--- config.mk ---
export PLATFORM = sky130hd
export DESIGN_NAME = alt_wb_merge
export DESIGN_NICKNAME = d
export VERILOG_FILES = /design/src/rtl/alt_wb_merge.sv
export SDC_FILE = /design/constraint.sdc
export NUM_CORES = 1
export LEC_CHECK = 0
export BUFFER_PORTS_ARGS = -buffer_cell sky130_fd_sc_hd__buf_2
export CORE_ASPECT_RATIO = 0.7
export CORE_UTILIZATION = 33
export DETAILED_ROUTE_END_ITERATION = 10
export HOLD_SLACK_MARGIN = 0.05
export PLACE_DENSITY = 0.48
export SYNTH_ARGS = -nofsm -noshare
export SYNTH_HDL_FRONTEND = slang
export SYNTH_SLANG_ARGS = --single-unit
--- constraint.sdc ---
create_clock -name clk -period 12.55 [get_ports clk]
set_input_delay 1.255 -clock clk [delete_from_list [all_inputs] [get_ports clk]]
set_output_delay 1.255 -clock clk [all_outputs]
set_load 0.1 [all_outputs]
--- src/rtl/alt_wb_merge.sv ---
// alt_wb_merge: merges results of a fixed-latency alternate pipe into a shared
// writeback slot. Announcements carry the tag; the data follows DATA_LAT cycles
// later, the pair is queued and drained whenever the primary slot is free.
//
// Ports:
//   clk, rst            clock, synchronous active-high reset
//   except              pipeline flush (drops in-flight tags and queued pairs)
//   alt_en/II/op/reg/wen  announcement (valid when alt_en != 0)
//   alt_data            result, present DATA_LAT cycles after its announcement
//   main_busy           primary writeback slot taken this cycle
//   wb_en/II/op/reg/wen/data  registered merged writeback, zero when idle
//   pause               registered back-pressure to the producer
//
// Build option: define ALT_WB_BYPASS_EN to let a pair skip the FIFO when the
// FIFO is empty and the slot is free (one cycle less latency).
module alt_wb_merge #(
  parameter int unsigned DATA_LAT   = 5,
  parameter int unsigned DEPTH      = 4,
  parameter int unsigned DATA_WIDTH = 136
) (
  input  logic                  clk,
  input  logic                  rst,
  input  logic                  except,
  input  logic [3:0]            alt_en,
  input  logic [9:0]            alt_II,
  input  logic [12:0]           alt_op,
  input  logic [8:0]            alt_reg,
  input  logic                  alt_wen,
  input  logic [DATA_WIDTH-1:0] alt_data,
  input  logic                  main_busy,
  output logic                  wb_en,
  output logic [9:0]            wb_II,
  output logic [12:0]           wb_op,
  output logic [8:0]            wb_reg,
  output logic                  wb_wen,
  output logic [DATA_WIDTH-1:0] wb_data,
  output logic                  pause
);

  localparam int unsigned PtrW = (DEPTH > 1) ? $clog2(DEPTH) : 1;
  localparam int unsigned CntW = $clog2(DEPTH) + 1;
  localparam int unsigned StgW = $clog2(DATA_LAT + 1);
  localparam int unsigned SumW = ((CntW > StgW) ? CntW : StgW) + 1;

  typedef struct packed {
    logic [9:0]  ii;
    logic [12:0] op;
    logic [8:0]  rd;
    logic        wen;
  } tagT;

  typedef struct packed {
    tagT                   tag;
    logic [DATA_WIDTH-1:0] data;
  } entryT;

  tagT                 tagPipe [DATA_LAT];
  logic [DATA_LAT-1:0] validPipe;
  entryT               fifoMem [DEPTH];
  logic [PtrW-1:0]     rdPtr;
  logic [PtrW-1:0]     wrPtr;
  logic [CntW-1:0]     count;

  tagT             annTag;
  logic            annValid;
  logic            pairValid;
  entryT           pair;
  entryT           head;
  logic            fifoEmpty;
  logic            fifoFull;
  logic            popFire;
  logic            bypassFire;
  logic            pushReq;
  logic            pushFire;
  logic [StgW-1:0] stageCnt;

  function automatic logic [PtrW-1:0] nextPtr(input logic [PtrW-1:0] p);
    nextPtr = (p == PtrW'(DEPTH - 1)) ? '0 : p + PtrW'(1);
  endfunction

  // Announcement and pair formation; a tag announced during a flush is dropped.
  assign annTag    = '{ii: alt_II, op: alt_op, rd: alt_reg, wen: alt_wen};
  assign annValid  = (alt_en != 4'd0) && !except;
  assign pairValid = validPipe[DATA_LAT-1];
  assign pair      = '{tag: tagPipe[DATA_LAT-1], data: alt_data};
  assign head      = fifoMem[rdPtr];

  assign fifoEmpty = (count == '0);
  assign fifoFull  = (count == CntW'(DEPTH));
  assign popFire   = !fifoEmpty && !main_busy;
`ifdef ALT_WB_BYPASS_EN
  assign bypassFire = pairValid && fifoEmpty && !main_busy;
`else
  assign bypassFire = 1'b0;
`endif
  assign pushReq  = pairValid && !bypassFire;
  // A full FIFO still accepts a pair when the head leaves in the same cycle.
  assign pushFire = pushReq && (!fifoFull || popFire);

  // Number of tags still waiting for their data.
  always_comb begin
    stageCnt = '0;
    for (int i = 0; i < DATA_LAT; i++) begin
      stageCnt = stageCnt + StgW'(validPipe[i]);
    end
  end

  // Tag delay line valid bits.
  always_ff @(posedge clk) begin
    if (rst || except) begin
      validPipe <= '0;
    end else begin
      validPipe[0] <= annValid;
      for (int i = 1; i < DATA_LAT; i++) begin
        validPipe[i] <= validPipe[i-1];
      end
    end
  end

  // Tag delay line payload; meaningful only where the matching valid bit is set.
  always_ff @(posedge clk) begin
    tagPipe[0] <= annTag;
    for (int i = 1; i < DATA_LAT; i++) begin
      tagPipe[i] <= tagPipe[i-1];
    end
  end

  // FIFO pointers and occupancy.
  always_ff @(posedge clk) begin
    if (rst || except) begin
      rdPtr <= '0;
      wrPtr <= '0;
      count <= '0;
    end else begin
      if (pushFire) wrPtr <= nextPtr(wrPtr);
      if (popFire)  rdPtr <= nextPtr(rdPtr);
      case ({pushFire, popFire})
        2'b10:   count <= count + CntW'(1);
        2'b01:   count <= count - CntW'(1);
        default: count <= count;
      endcase
    end
  end

  // FIFO storage.
  always_ff @(posedge clk) begin
    if (pushFire) fifoMem[wrPtr] <= pair;
  end

  // Writeback register: zero unless a pair is being presented.
  always_ff @(posedge clk) begin
    wb_en   <= 1'b0;
    wb_II   <= '0;
    wb_op   <= '0;
    wb_reg  <= '0;
    wb_wen  <= 1'b0;
    wb_data <= '0;
    if (!rst && !except) begin
      if (popFire) begin
        wb_en   <= 1'b1;
        wb_II   <= head.tag.ii;
        wb_op   <= head.tag.op;
        wb_reg  <= head.tag.rd;
        wb_wen  <= head.tag.wen;
        wb_data <= head.data;
      end else if (bypassFire) begin
        wb_en   <= 1'b1;
        wb_II   <= pair.tag.ii;
        wb_op   <= pair.tag.op;
        wb_reg  <= pair.tag.rd;
        wb_wen  <= pair.tag.wen;
        wb_data <= pair.data;
      end
    end
  end

  // Back-pressure: queued plus in-flight work approaching capacity.
  always_ff @(posedge clk) begin
    if (rst || except) begin
      pause <= 1'b0;
    end else begin
      pause <= (SumW'(count) + SumW'(stageCnt)) >= SumW'(DEPTH - 1);
    end
  end

`ifndef SYNTHESIS
  // Producer overran the FIFO; the pair is not written.
  always @(posedge clk) begin
    if (!rst && !except) begin
      assert (!(pushReq && fifoFull && !popFire))
        else $error("alt_wb_merge: pair arrived with FIFO full and no pop");
    end
  end
`endif

endmodule

==> impl_metrics.tcl, run 1 <==
set metrics [dict create \
    critPathLaunchType "input port" \
    regMostFlops "fifoMem" \
    wl_met3_um 3590 \
    cp_max_fo 46 \
    numCtsBuffers 99 \
    met1_length_um 28600 \
    multi_input_area_um2 5355 \
    crit_chain "buf_2, nand4bb_1, and3_4, buf_4, buf_4" \
    place_congestion 0.7034 \
    synth_edf_count 676 \
    track_usage 0.1300 \
    wire_per_inst_um 19.84 \
    cts_setup_buffers 0 \
    cts_buffer_depth 3 \
    final_cells 3309 \
    hold_depth 0 \
    dieArea_um2 101200 \
    fp-row-count 96 \
    routed.top_layer "met5" \
    fillerInstances 8852 \
    crit_top_cell "buf_4" \
    nNetsFinal 2090 \
    die_h_um 266.5 \
    powerDensity_nw_per_um2 169.0 \
    cp-end-kind "flip-flop" \
    htree_levels 3 \
    hold_path.class "flip-flop to flip-flop" \
    antenna_left 0 \
    cts_hold_buf 0 \
    path_delay_family "buffers and inverters" \
    slew_violations 0 \
    drv_cap 0 \
    cellLeakagePower_nw 13.91 \
    cts.sinks 1024 \
    ctsResizeCount 0 \
    worstHoldStart "tagPipe[0][116]" \
    grt_max_degree 117 \
    min_period_over_period 0.2837 \
    final_common_cell "edfxtp_1" \
    yosysSeqAreaShare 0.8268 \
    layout_common_cells "edfxtp_1 (676), buf_2 (347), dfxtp_1 (346), and2_1 (174), mux4_2 (169)" \
    max_freq_ghz 0.2809 \
    drc 0 \
    synth-main-ff-cell "edfxtp_1" \
    viasPerCell 4.388 \
    reg_top3 "fifoMem (676), tagPipe (165), wb_data (136)" \
    syn_inst 1488 \
    tritoncts "done" \
    largest_reg_flops 676 \
    setup_violations 0 \
    r2r-end "fifoMem[1][160]" \
    drt_iter0_drc 869 \
    cp_num_buf_inv 3 \
    fp.coreArea_um2 98490 \
    slowest_stage "buf_4" \
    antenna_found_initial 14 \
    min_to "tagPipe[0][149]" \
    peakVddDrop_uv 100.4 \
    fin_skew_ns 0.03018 \
    critPathRequiredTime_ns 12.85 \
    slew-limit-headroom 0.3299 \
    totalWireLength_um 65640 \
    placed_cells_incl_taps 3121 \
    wl_met2_um 31950 \
    final_layout_size_suffix_gt1_frac 0.3511 \
    yosysWarnings 0 \
    grt-ovfl-total 0 \
    period_minus_slack_ns 3.560 \
    io_buffers 347 \
    r2r-start "count[1]" \
    cts.root.buffer_cell "clkbuf_16" \
    syn2layout_area_growth_pct 20.08 \
    vias 14520 \
    clkTransAtPathRegs_ns 0.06 \
    hold_viol_final 0 \
    ys_async_sr_fraction 0 \
    ys_ff_latch 1024 \
    ff_latch_area_um2 27270 \
    worstMarginPinSlew_ns 1.005 \
    grt_pass1_wl_um 98010 \
    crit_type "input port to flip-flop" \
    finalSetupTns_ns 0 \
    dp_hpwl_um 36730 \
    ys_types 29 \
    die_w_um 379.8 \
    reg2reg_slack_ns 9.28 \
    arrival_ns 3.86 \
    syn_area_um2 32980 \
    start_util 0.3348 \
    synth_fp_nets 1679 \
    clkLatencyLatePin_ns 0.68 \
    syn_area_per_cell_um2 22.16 \
    reg2regPathDepth 4 \
    dr.pass1.iters 4 \
    rsz0062_at_grt "no" \
    io_pins 348 \
    crit_path_max_incr_delay_ns 0.75 \
    grt_pass1_vias 15860 \
    status "finished, final reports clean" \
]
-- per-layer routing --
layer	track usage	vias to the layer above
li1	-	6592
met1	0.1672	7483
met2	0.2133	309
met3	0.03761	121
met4	0.03836	16
met5	0	-
-- final cells by class --
type,instances,area share
Sequential cell,1024,0.6887
Multi-Input combinational cell,395,0.1352
Clock buffer,135,0.06926
Timing Repair Buffer,367,0.04796
Tap cell,1323,0.04180
Clock inverter,52,0.01586
Inverter,12,0.001137
Antenna cell,1,0.00006319
-- worst max-delay path by stage --
stage               slack (ns)  startpoint         endpoint  depth (start not counted)
floorplan                 6.63   main_busy    fifoMem[0][0]                          2
global placement          8.19   main_busy   fifoMem[1][70]                          5
detailed placement        8.17   main_busy   fifoMem[1][63]                          5
CTS                       8.92   main_busy  fifoMem[1][160]                          5
global route              8.86   main_busy  fifoMem[1][160]                          5
finish                    8.99   main_busy  fifoMem[1][160]                          5
-- cell families (layout without fill, tap and decap cells) --
logic type / after synthesis / in the layout / share of synthesized area
simple gates: 199 / 199 / 0.03752
fa+ha+maj: 14 / 14 / 0.006222
xor+xnor: 2 / 2 / 0.0005312
buf+inv: 69 / 566 / 0.01146
flops: 1024 / 1024 / 0.8268
other cells: 0 / 1 / 0
mux: 170 / 170 / 0.1157
compound gates: 10 / 10 / 0.001783
-- power by group --
part	leakage (nW)	internal, mW	switching [mW]
clock	1.65	1.75	1.27
sequential	8.94	3.62	0.00984
combinational	3.32	0.0208	0.0287
-- through the flow --
stage | power [mW] | util | worst slack [ns] | hold slack [ns] | area (µm²)
2_1_floorplan | 3.698 | - | 6.626 | 0.3096 | 32980
3_3_place_gp | 3.743 | 0.3678 | 8.189 | 0.3102 | 36230
3_5_place_dp | 3.748 | 0.3678 | 8.169 | 0.3121 | 36230
4_1_cts | 6.795 | 0.4020 | 8.925 | 0.3201 | 39600
5_1_grt | 6.930 | 0.4020 | 8.856 | 0.3210 | 39600
6_report | 6.694 | 0.4021 | 8.990 | 0.3134 | 39600
-- synth_stat cells, types with 2 or more instances --
cell	instances	area share
nor2_1	7	0.00080
a21oi_1	5	0.00076
and2_1	174	0.033
nand2_1	2	0.00023
buf_6	11	0.0038
fa_1	4	0.0024
nor2b_1	3	0.00057
mux4_2	169	0.12
edfxtp_1	676	0.62
xor2_1	2	0.00053
buf_2	23	0.0035
dfxtp_1	348	0.21
ha_1	10	0.0038
buf_4	2	0.00046
o31ai_1	2	0.00046
nand4_1	2	0.00038
and3_1	4	0.00076
o21ai_0	2	0.00030
inv_1	12	0.0014
clkbuf_1	21	0.0024
(Power assumes the default switching activity.)
==> run 2: changes to the inputs <==
--- a/config.mk
+++ b/config.mk
@@ -10,7 +10,7 @@
 export CORE_UTILIZATION = 33
 export DETAILED_ROUTE_END_ITERATION = 10
 export HOLD_SLACK_MARGIN = 0.05
-export PLACE_DENSITY = 0.48
+export PLACE_DENSITY = 0.5
 export SYNTH_ARGS = -nofsm -noshare
 export SYNTH_HDL_FRONTEND = slang
 export SYNTH_SLANG_ARGS = --single-unit
==> constraint.sdc (replaced) <==
create_clock -name clk -period 3 [get_ports clk]
set_input_delay 0.3 -clock clk [delete_from_list [all_inputs] [get_ports clk]]
set_output_delay 0.3 -clock clk [all_outputs]
set_load 0.1 [all_outputs]
==> run 2 against run 1 <==
  * Global-route usage is 0.33 points higher
  * Clock power increased to 4.1 times the previous value
  * First-iteration DRC count rose by 0.81%
  * Wire length rose by 1.7%
  * Sequential share of layout area shrank 3.7 points
  * Register-to-register slack worse by 8.9 ns
  * Sequential power increased to 4.2 times the previous value
  * Core utilization increased by 2.3 points
  * Non-clock buffer count rose by 205
  * Critical path depth rose by 5
  * Cell count up 6.0%
==> impl_metrics.tcl, run 2 (synthesized netlist as in run 1, its figures left out) <==
set metrics [dict create \
    status "finished, final reports clean" \
    regMostFlops "fifoMem" \
    slew_violations 0 \
    wire_per_inst_um 19.02 \
    fin_ws_ns 0.3480 \
    cp-end-kind "flip-flop" \
    antenna_found_initial 2 \
    die_h_um 266.5 \
    pre_cts_slack_ns 0.3457 \
    dr.pass1.iters 5 \
    p_seq_frac 0.544 \
    cellLeakagePower_nw 14.84 \
    io_pins 348 \
    reg_top3 "fifoMem (676), tagPipe (165), wb_data (136)" \
    grt-ovfl-total 0 \
    cp_max_fo 2 \
    total_power_mw 27.89 \
    p_sw_mw 5.484 \
    final_layout_size_suffix_gt1_frac 0.3329 \
    cts.root.buffer_cell "clkbuf_16" \
    fp.coreArea_um2 98490 \
    die_w_um 379.8 \
    syn2layout_area_growth_pct 26.83 \
    clkTransAtPathRegs_ns 0.06 \
    drc 0 \
    layout_common_cells "edfxtp_1 (676), buf_2 (347), dfxtp_1 (346), and2_1 (174), dlygate4sd3_1 (172)" \
    critPathRequiredTime_ns 3.54 \
    fin_hold_ws_ns 0.1372 \
    hold_path.class "input port to flip-flop" \
    tritoncts "done" \
    period_minus_slack_ns 2.652 \
    dp_hpwl_um 38780 \
    drt_iter0_drc 876 \
    grt_pass1_wl_um 101800 \
    final_area_um2 41830 \
    cts_buffer_depth 3 \
    intPower_mw 22.41 \
    worstMarginPinSlew_ns 0.6776 \
    min_period_over_period 0.8840 \
    vias 15480 \
    start_util 0.3348 \
    totalWireLength_um 66720 \
    fin_skew_ns 0.04454 \
    track_usage 0.1333 \
    cts.sinks 1024 \
    p_sw_frac 0.1966 \
    ctsResizeCount 0 \
    powerDensity_nw_per_um2 666.8 \
    multi_input_area_um2 5355 \
    clkPwrFrac 0.442 \
    placed_area_um2 36800 \
    hold_viol_final 0 \
    rsz0062_at_grt "no" \
    slew-limit-headroom 0.5483 \
    place_congestion 0.6957 \
    grt_max_degree 109 \
    setup_violations 0 \
    grt_pass1_vias 16790 \
    fp-row-count 96 \
    max_freq_ghz 0.3771 \
    drv_cap 0 \
    viasPerCell 4.412 \
    nNetsFinal 2293 \
    combinationalPowerShare 0.014 \
    clkLatencyLatePin_ns 0.69 \
    final_common_cell "edfxtp_1" \
    largest_reg_flops 676 \
    io_buffers 347 \
    finalSetupTns_ns 0 \
    dieArea_um2 101200 \
    numCtsBuffers 97 \
    ff_latch_area_um2 27270 \
    reg2reg_slack_ns 0.35 \
    crit_type "flip-flop to flip-flop" \
    fillerInstances 8721 \
    arrival_ns 3.20 \
    critPathLaunchType "flip-flop" \
    peakVddDrop_uv 476.8 \
    htree_levels 3 \
    antenna_left 0 \
]
[run 2: changes by cell type in the layout (fill, tap and decap cells not counted), sizes merged]
cell         change
dlygate4sd3    +172
buf             +33
clkinv           -7
clkbuf           +5
bufinv           -4
clkinvlp         +1
inv              -1
[run 2: power by group through the flow]
stage	logic, mW	clock network [mW]	registers, mW
after floorplan	0.00986	0	15.5
after global placement	0.187	0	15.5
after detailed placement	0.204	0	15.5
after CTS	0.395	12.8	15.2
after global routing	0.428	13.3	15.2
final	0.390	12.3	15.2
[run 2: cell type report]
type,instances,share of cell area
inverter,12,0.001077
clock inverter,41,0.01247
tap,1323,0.03957
clock buffer,140,0.06650
antenna,1,0.00005982
sequential,1024,0.6520
multi-input combinational,395,0.1280
timing repair buffer,572,0.1003
[run 2: metal layers]
metal | GRT usage | wire length [µm] | vias to the layer above
met2 | 0.2184 | 32370 | 315
li1 | - | - | 6990
met5 | 0 | 9 | -
met4 | 0.03716 | 1233 | 2
met3 | 0.03305 | 3304 | 97
met1 | 0.1763 | 29810 | 8073
[run 2: worst max-delay path, stage by stage (launching register included)]
cell,delay (ns)
dfxtp_1,0.33
fa_1,0.54
inv_1,0.05
fa_1,0.42
inv_1,0.07
ha_1,0.18
inv_1,0.07
fa_1,0.43
nor2b_1,0.13
a21oi_1,0.08
o31a_1,0.24
[run 2: timing repair]
| action | CTS | global route |
|---|---|---|
| hold endpoints to repair | 580 | 0 |
| setup buffers | 0 | 0 |
| hold buffers | 172 | 0 |
[run 2: final timing paths]
check	depth (start not counted)	endpoint	start
worst max register to register	10	pause	validPipe[0]
worst min-delay path	3	pause	rst
worst min register to register	0	tagPipe[0][92]	tagPipe[0][59]
worst max-delay path	10	pause	validPipe[0]
[run 2: metrics by stage]
| stage | util | std cells |
|---|---|---|
| finish | 0.4247 | 3508 |
| global route | 0.4247 | 3507 |
| CTS | 0.4247 | 3507 |
| detailed placement | 0.3736 | 3154 |
| global placement | 0.3736 | 3154 |
| floorplan | - | 1488 |
